**config.mk**
```make
export PLATFORM = sky130hd
export DESIGN_NAME = vga_fill
export DESIGN_NICKNAME = d
export VERILOG_FILES = /design/src/rtl/vga_fill.sv
export SDC_FILE = /design/constraint.sdc
export NUM_CORES = 1
export LEC_CHECK = 0
export CAP_MARGIN = 15
export CORE_UTILIZATION = 49
export CTS_BUF_LIST = sky130_fd_sc_hd__clkbuf_4 sky130_fd_sc_hd__clkbuf_8 sky130_fd_sc_hd__clkbuf_16
export DETAILED_ROUTE_END_ITERATION = 10
export DONT_BUFFER_PORTS = 1
export GPL_TIMING_DRIVEN = 0
export PLACE_DENSITY = 0.66
export SYNTH_ARGS = -nofsm -noshare
export SYNTH_HDL_FRONTEND = slang
export SYNTH_SLANG_ARGS = --single-unit
```
**constraint.sdc**
```tcl
create_clock -name rclk -period 2.16 [get_ports rclk]
set_input_delay 0.432 -clock rclk [delete_from_list [all_inputs] [get_ports rclk]]
set_output_delay 0.432 -clock rclk [all_outputs]
set_load 0.01 [all_outputs]
```
**src/rtl/vga_fill.sv**
```systemverilog
`default_nettype none
// +--------------------------------------------------------------------------+
// | vga_fill : clipped rectangle fill engine, one framebuffer write per clock |
// | Revision : 1.0                                                           |
// +--------------------------------------------------------------------------+
module vga_fill #(
  parameter int HSIZE = 320,
  parameter int VSIZE = 240,
  parameter int HW    = 9,
  parameter int VW    = 8
) (
  input  logic          rclk,
  input  logic          rst,
  input  logic          cmd_valid,
  output logic          cmd_ready,
  input  logic [HW-1:0] cmd_x,
  input  logic [VW-1:0] cmd_y,
  input  logic [HW-1:0] cmd_w,
  input  logic [VW-1:0] cmd_h,
  input  logic [11:0]   cmd_color,
  input  logic          abort,
  output logic          busy,
  output logic          done,
  output logic          we,
  output logic [HW-1:0] haddr,
  output logic [VW-1:0] vaddr,
  output logic [11:0]   wdata
);

  localparam logic [1:0] c_IDLE = 2'd0;
  localparam logic [1:0] c_FILL = 2'd1;
  localparam logic [1:0] c_DONE = 2'd2;

  localparam logic [HW:0]   c_HSIZE = (HW+1)'(HSIZE);
  localparam logic [VW:0]   c_VSIZE = (VW+1)'(VSIZE);
  localparam logic [HW-1:0] c_HLAST = HW'(HSIZE - 1);
  localparam logic [VW-1:0] c_VLAST = VW'(VSIZE - 1);
  localparam logic [HW-1:0] c_HONE  = HW'(1);
  localparam logic [VW-1:0] c_VONE  = VW'(1);

  logic [1:0]    r_state;
  logic [HW-1:0] r_x0;
  logic [HW-1:0] r_xlast;
  logic [VW-1:0] r_ylast;
  logic [HW-1:0] r_cx;
  logic [VW-1:0] r_cy;
  logic [11:0]   r_color;
  logic          r_we;
  logic          r_done;
  logic          r_busy;

  logic [HW:0]   w_xsum;
  logic [VW:0]   w_ysum;
  logic          w_zero;
  logic [HW-1:0] w_xlast;
  logic [VW-1:0] w_ylast;
  logic          w_row_end;
  logic          w_last_pix;

  // Sums carry one extra bit so origin+size can never wrap before clipping.
  assign w_xsum = {1'b0, cmd_x} + {1'b0, cmd_w};
  assign w_ysum = {1'b0, cmd_y} + {1'b0, cmd_h};

  assign w_zero = (cmd_w == '0) || (cmd_h == '0) ||
                  ({1'b0, cmd_x} >= c_HSIZE) || ({1'b0, cmd_y} >= c_VSIZE);

  // Inclusive last coordinate; only meaningful when the area is non-zero.
  assign w_xlast = (w_xsum > c_HSIZE) ? c_HLAST : (cmd_x + cmd_w - c_HONE);
  assign w_ylast = (w_ysum > c_VSIZE) ? c_VLAST : (cmd_y + cmd_h - c_VONE);

  assign w_row_end  = (r_cx == r_xlast);
  assign w_last_pix = w_row_end && (r_cy == r_ylast);

  always_ff @(posedge rclk or negedge rst) begin
    if (!rst) begin
      r_state <= c_IDLE;
      r_x0    <= '0;
      r_xlast <= '0;
      r_ylast <= '0;
      r_cx    <= '0;
      r_cy    <= '0;
      r_color <= '0;
      r_we    <= 1'b0;
      r_done  <= 1'b0;
      r_busy  <= 1'b0;
    end else begin
      case (r_state)
        c_IDLE: begin
          if (cmd_valid) begin
            r_x0    <= cmd_x;
            r_xlast <= w_xlast;
            r_ylast <= w_ylast;
            r_cx    <= cmd_x;
            r_cy    <= cmd_y;
            r_color <= cmd_color;
            r_busy  <= 1'b1;
            if (w_zero) begin
              r_state <= c_DONE;
              r_done  <= 1'b1;
            end else begin
              r_state <= c_FILL;
              r_we    <= 1'b1;
            end
          end
        end
        c_FILL: begin
          // The pixel on the outputs now is always written; abort only stops the next.
          if (abort || w_last_pix) begin
            r_state <= c_DONE;
            r_we    <= 1'b0;
            r_done  <= 1'b1;
          end else if (w_row_end) begin
            r_cx <= r_x0;
            r_cy <= r_cy + c_VONE;
          end else begin
            r_cx <= r_cx + c_HONE;
          end
        end
        c_DONE: begin
          r_state <= c_IDLE;
          r_done  <= 1'b0;
          r_busy  <= 1'b0;
        end
        default: begin
          r_state <= c_IDLE;
          r_we    <= 1'b0;
          r_done  <= 1'b0;
          r_busy  <= 1'b0;
        end
      endcase
    end
  end

  assign cmd_ready = (r_state == c_IDLE);
  assign busy      = r_busy;
  assign done      = r_done;
  assign we        = r_we;
  assign haddr     = r_cx;
  assign vaddr     = r_cy;
  assign wdata     = r_color;

endmodule
`default_nettype wire

```
==> run summary <==
- total iterations of the first detailed-routing run: 4
- Hold Slack: 207.9 ps
- violations in the final reports: setup timing
- type of element launching the critical path: input port
- Net count, final: 639
- Placed Cells: 629
- number of buffers inserted during clock tree synthesis: 9
- post-layout worst setup margin: -251.7 ps
- xor-xnor portion of the synthesized cell area: 8.343%
- critical path data arrival time: 2620 ps
- fin. max-slew vios: 0
- top routing layer used: met4
- worst vdd ir: 0.4515 mV
- fmax: 414.6 MHz
- Clock H-tree levels: 3
- clock period minus worst slack: 2412 ps
- # IOs: 83
- CTS sink cnt: 60
- proportion of layout cells with a drive suffix above 1: 10.37%
- worst-case clock buffer depth: 2
- max capacitance violation total: 0
- post-synthesis adder-cell area fraction: 15.15%
- static leakage: 2.350 nW
- kind of capture point of the worst setup path: flop
- combined area of all synthesized cells: 4409 um2
- setup clock skew after layout: 6.277 ps
- synthesized netlist cell count: 521
- total via count in the routed design: 3589
- wire length per cell: 16.40 um
- number of design rule violations left after detail routing: 0
- drt initial violations: 168
- Final Hold Viols: 0
- residual antenna-violating net count after detailed routing: 0
- largest family of logic cells by synthesized area: compound AO/OA/AOI/OAI gates
- pre-CTS setup slack: -829.8 ps
- Tightest Pin Transition: 893.1 ps
- total core area: 8721 um2
- Power Density: 1087 nW/um2
- wire length the detailed router placed on met1: 5.080 mm
- FFs w/ async S/R, synth: 100.0%
- final setup TNS: -2190 ps
- area enclosed by the die boundary: 9382 um2
- root buffer cell: sky130_fd_sc_hd__clkbuf_8
- headroom to the max-slew limit: 39.68%
- count of flip-flops with a built-in enable after synthesis: 0
- CTS tree: done
- chip height: 96.86 um
- via/cell ratio: 5.539
- critical path data required time: 2370 ps
- routability congestion estimate from global placement: 0.8414
- antenna violations before repair: 0
- type of the worst min-delay path: in2reg
- status: finished with violations
- Port Buffers: 0
- signed area change from the synthesized netlist to the final layout: 11.89%
- proportion of synthesized area in mux cells: 1.390%
- worst skew pair latency: 330 ps
- Clk pin slew, worst setup/hold paths: 60 ps
- via count of the first global-routing pass: 3628
- post-route fraction of the period consumed by the critical path: 111.7%
- residual overflow from global routing: 0
- Setup violations, final: 9
- fraction of the mapped netlist area in simple logic gates: 15.81%
- post-synthesis sequential element count: 60
- synth unique cells: 46
- detailed-route wire length: 10.63 mm
- half-perimeter wire length after detailed placement: 8.275 mm
- number of cells in the finished layout apart from fillers: 648
- global-route wire length before repair: 17.82 mm
- maximum fanout count along the critical path: 9
- sequential-to-total area share from yosys stat: 34.05%
- met3 routed wirelength: 458 um
- Post-Syn Nets: 622
- Primary FF master, synth: sky130_fd_sc_hd__dfrtp_1
- largest net degree at the start of global routing: 61
- die boundary width: 96.86 um
- Ys Warns: 0
- Setup CP Type: in2reg
- Tot GR Track Use: 23.70%
- unrepaired setup endpoints after global routing: yes
- Met2 Routed Length: 4.850 mm
- initial core utilization: 50.56%
- n_diodes: 0
- standard-cell rows: 34
- average size of a mapped cell: 8.463 um2
- synthesized-area fraction occupied by ao, oa, aoi and oai cells: 18.25%
- post-route total power: 5.364 mW
-- cells by family (layout without fill, tap and decap cells) --
kind of cell / count (synthesis) / count (layout)
adder cells (fa/ha/maj): 51 / 51
AO/OA/AOI/OAI: 124 / 124
XOR/XNOR: 42 / 42
buffers and inverters: 82 / 101
flip-flops: 60 / 60
AND/OR/NAND/NOR: 156 / 156
multiplexers: 6 / 6
-- per-stage QoR --
step                utilization (%)  cell area, um2
floorplan                         -            4471
global placement              52.81            4606
detailed placement            52.81            4606
CTS                           55.74            4861
global route                  56.57            4933
finish                        56.57            4933
-- synthesized netlist by cell type (all sizes together), types with 2 or more instances --
cell type  count  area share, %
nand3          8           0.91
nor3           8           0.91
clkbuf        14            1.2
buf            2           0.20
fa             4            1.8
and3           4           0.57
xor2          25            5.0
o21bai         2           0.34
a31oi         10            1.4
xnor2         17            3.4
nand2b         4           0.57
nand2         64            5.4
o41ai          2           0.40
inv           66            5.6
nand4          4           0.57
a21o           9            1.5
nor2b          5           0.71
a211oi         2           0.34
a22o           5           0.99
nor2          43            3.7
ha            47             13
o21a           4           0.68
nor4           7           0.99
a21oi         34            3.9
o31ai          2           0.34
o22a           9            1.8
nor3b          2           0.34
dfrtp         60             34
mux2i          5            1.1
o21ai         37            4.3
nand3b         2           0.34
and2           2           0.28
-- sequential cells by signal, indices dropped and copies added, names as in the netlist --
signal   flops
done         1
r_ylast      8
haddr        9
wdata       12
r_x0         9
r_state      2
we           1
vaddr        8
r_xlast      9
busy         1
-- final timing paths --
| check | from | endpoint | slack, ps | depth (start not counted) |
|---|---|---|---|---|
| worst max-delay path | cmd_x[0] | r_xlast[2] | -250 | 11 |
| worst min-delay path | cmd_color[0] | wdata[0] | 210 | 2 |
| worst max register to register | haddr[8] | vaddr[0] | 160 | 7 |
| worst min register to register | r_x0[1] | r_x0[1] | 490 | 2 |
| max in group asynchronous | rst | vaddr[2] | 1260 | 2 |
| min in group asynchronous | rst | wdata[4] | 620 | 2 |
-- metal layers --
metal,up-vias,GRT usage [%]
met4,0,10.56
met3,21,4.046
met5,-,0
met2,98,37.16
met1,1676,32.07
li1,1794,-
-- cell usage in the layout, fill, tap and decap left out, types with 3 or more instances in the layout --
cell type                   n
sky130_fd_sc_hd__a21oi_1   31
sky130_fd_sc_hd__a22o_1     5
sky130_fd_sc_hd__ha_1      43
sky130_fd_sc_hd__o21ai_0   33
sky130_fd_sc_hd__clkbuf_4   3
sky130_fd_sc_hd__fa_2       3
sky130_fd_sc_hd__clkbuf_8  12
sky130_fd_sc_hd__a21oi_2    3
sky130_fd_sc_hd__nand3_1    8
sky130_fd_sc_hd__dfrtp_2    5
sky130_fd_sc_hd__buf_4      4
sky130_fd_sc_hd__and3_1     4
sky130_fd_sc_hd__xnor2_1   17
sky130_fd_sc_hd__nand4_1    4
sky130_fd_sc_hd__nor3_1     8
sky130_fd_sc_hd__nor2b_1    4
sky130_fd_sc_hd__nor4_1     5
sky130_fd_sc_hd__inv_1     65
sky130_fd_sc_hd__dfrtp_1   55
sky130_fd_sc_hd__a21o_1     9
sky130_fd_sc_hd__clkbuf_2   3
sky130_fd_sc_hd__a31oi_1    9
sky130_fd_sc_hd__o22a_1     9
sky130_fd_sc_hd__nand2b_1   4
sky130_fd_sc_hd__xor2_1    25
sky130_fd_sc_hd__nand2_1   63
sky130_fd_sc_hd__clkbuf_1   8
sky130_fd_sc_hd__nor2_1    43
sky130_fd_sc_hd__mux2i_1    5
sky130_fd_sc_hd__o21a_1     4
-- area by class of cell --
class | instances | area [um2]
Buffer | 15 | 81.33
Clock buffer | 13 | 166.4
Fill cell | 809 | 3787
Inverter | 66 | 247.7
Multi-Input combinational cell | 379 | 2716
Sequential cell | 60 | 1508
Tap cell | 108 | 135.1
Timing Repair Buffer | 7 | 78.83
-- worst max-delay path, stage by stage --
cell	delay [ps]
sky130_fd_sc_hd__ha_4	110
sky130_fd_sc_hd__inv_2	30
sky130_fd_sc_hd__fa_2	510
sky130_fd_sc_hd__inv_1	40
sky130_fd_sc_hd__a2111o_1	270
sky130_fd_sc_hd__a221o_1	290
sky130_fd_sc_hd__a221oi_2	220
sky130_fd_sc_hd__o22ai_2	140
sky130_fd_sc_hd__a2111oi_4	330
sky130_fd_sc_hd__buf_6	180
sky130_fd_sc_hd__a21oi_1	70
-- where the power goes --
group / leakage (nW) / internal [mW] / switching, mW
registers: 0.693 / 1.67 / 0.725
logic: 1.57 / 0.938 / 1.15
clock network: 0.0883 / 0.486 / 0.394
-- what timing repair did --
action                                 in CTS  in global routing
gates resized for setup                     8                 22
hold buffers                                2                  0
endpoints found under the hold margin      60                  0
buffers inserted                            3                  2
pin swaps                                   3                  7
setup endpoints to repair                  37                 46
Note: power is estimated with default switching activity, not from simulation.
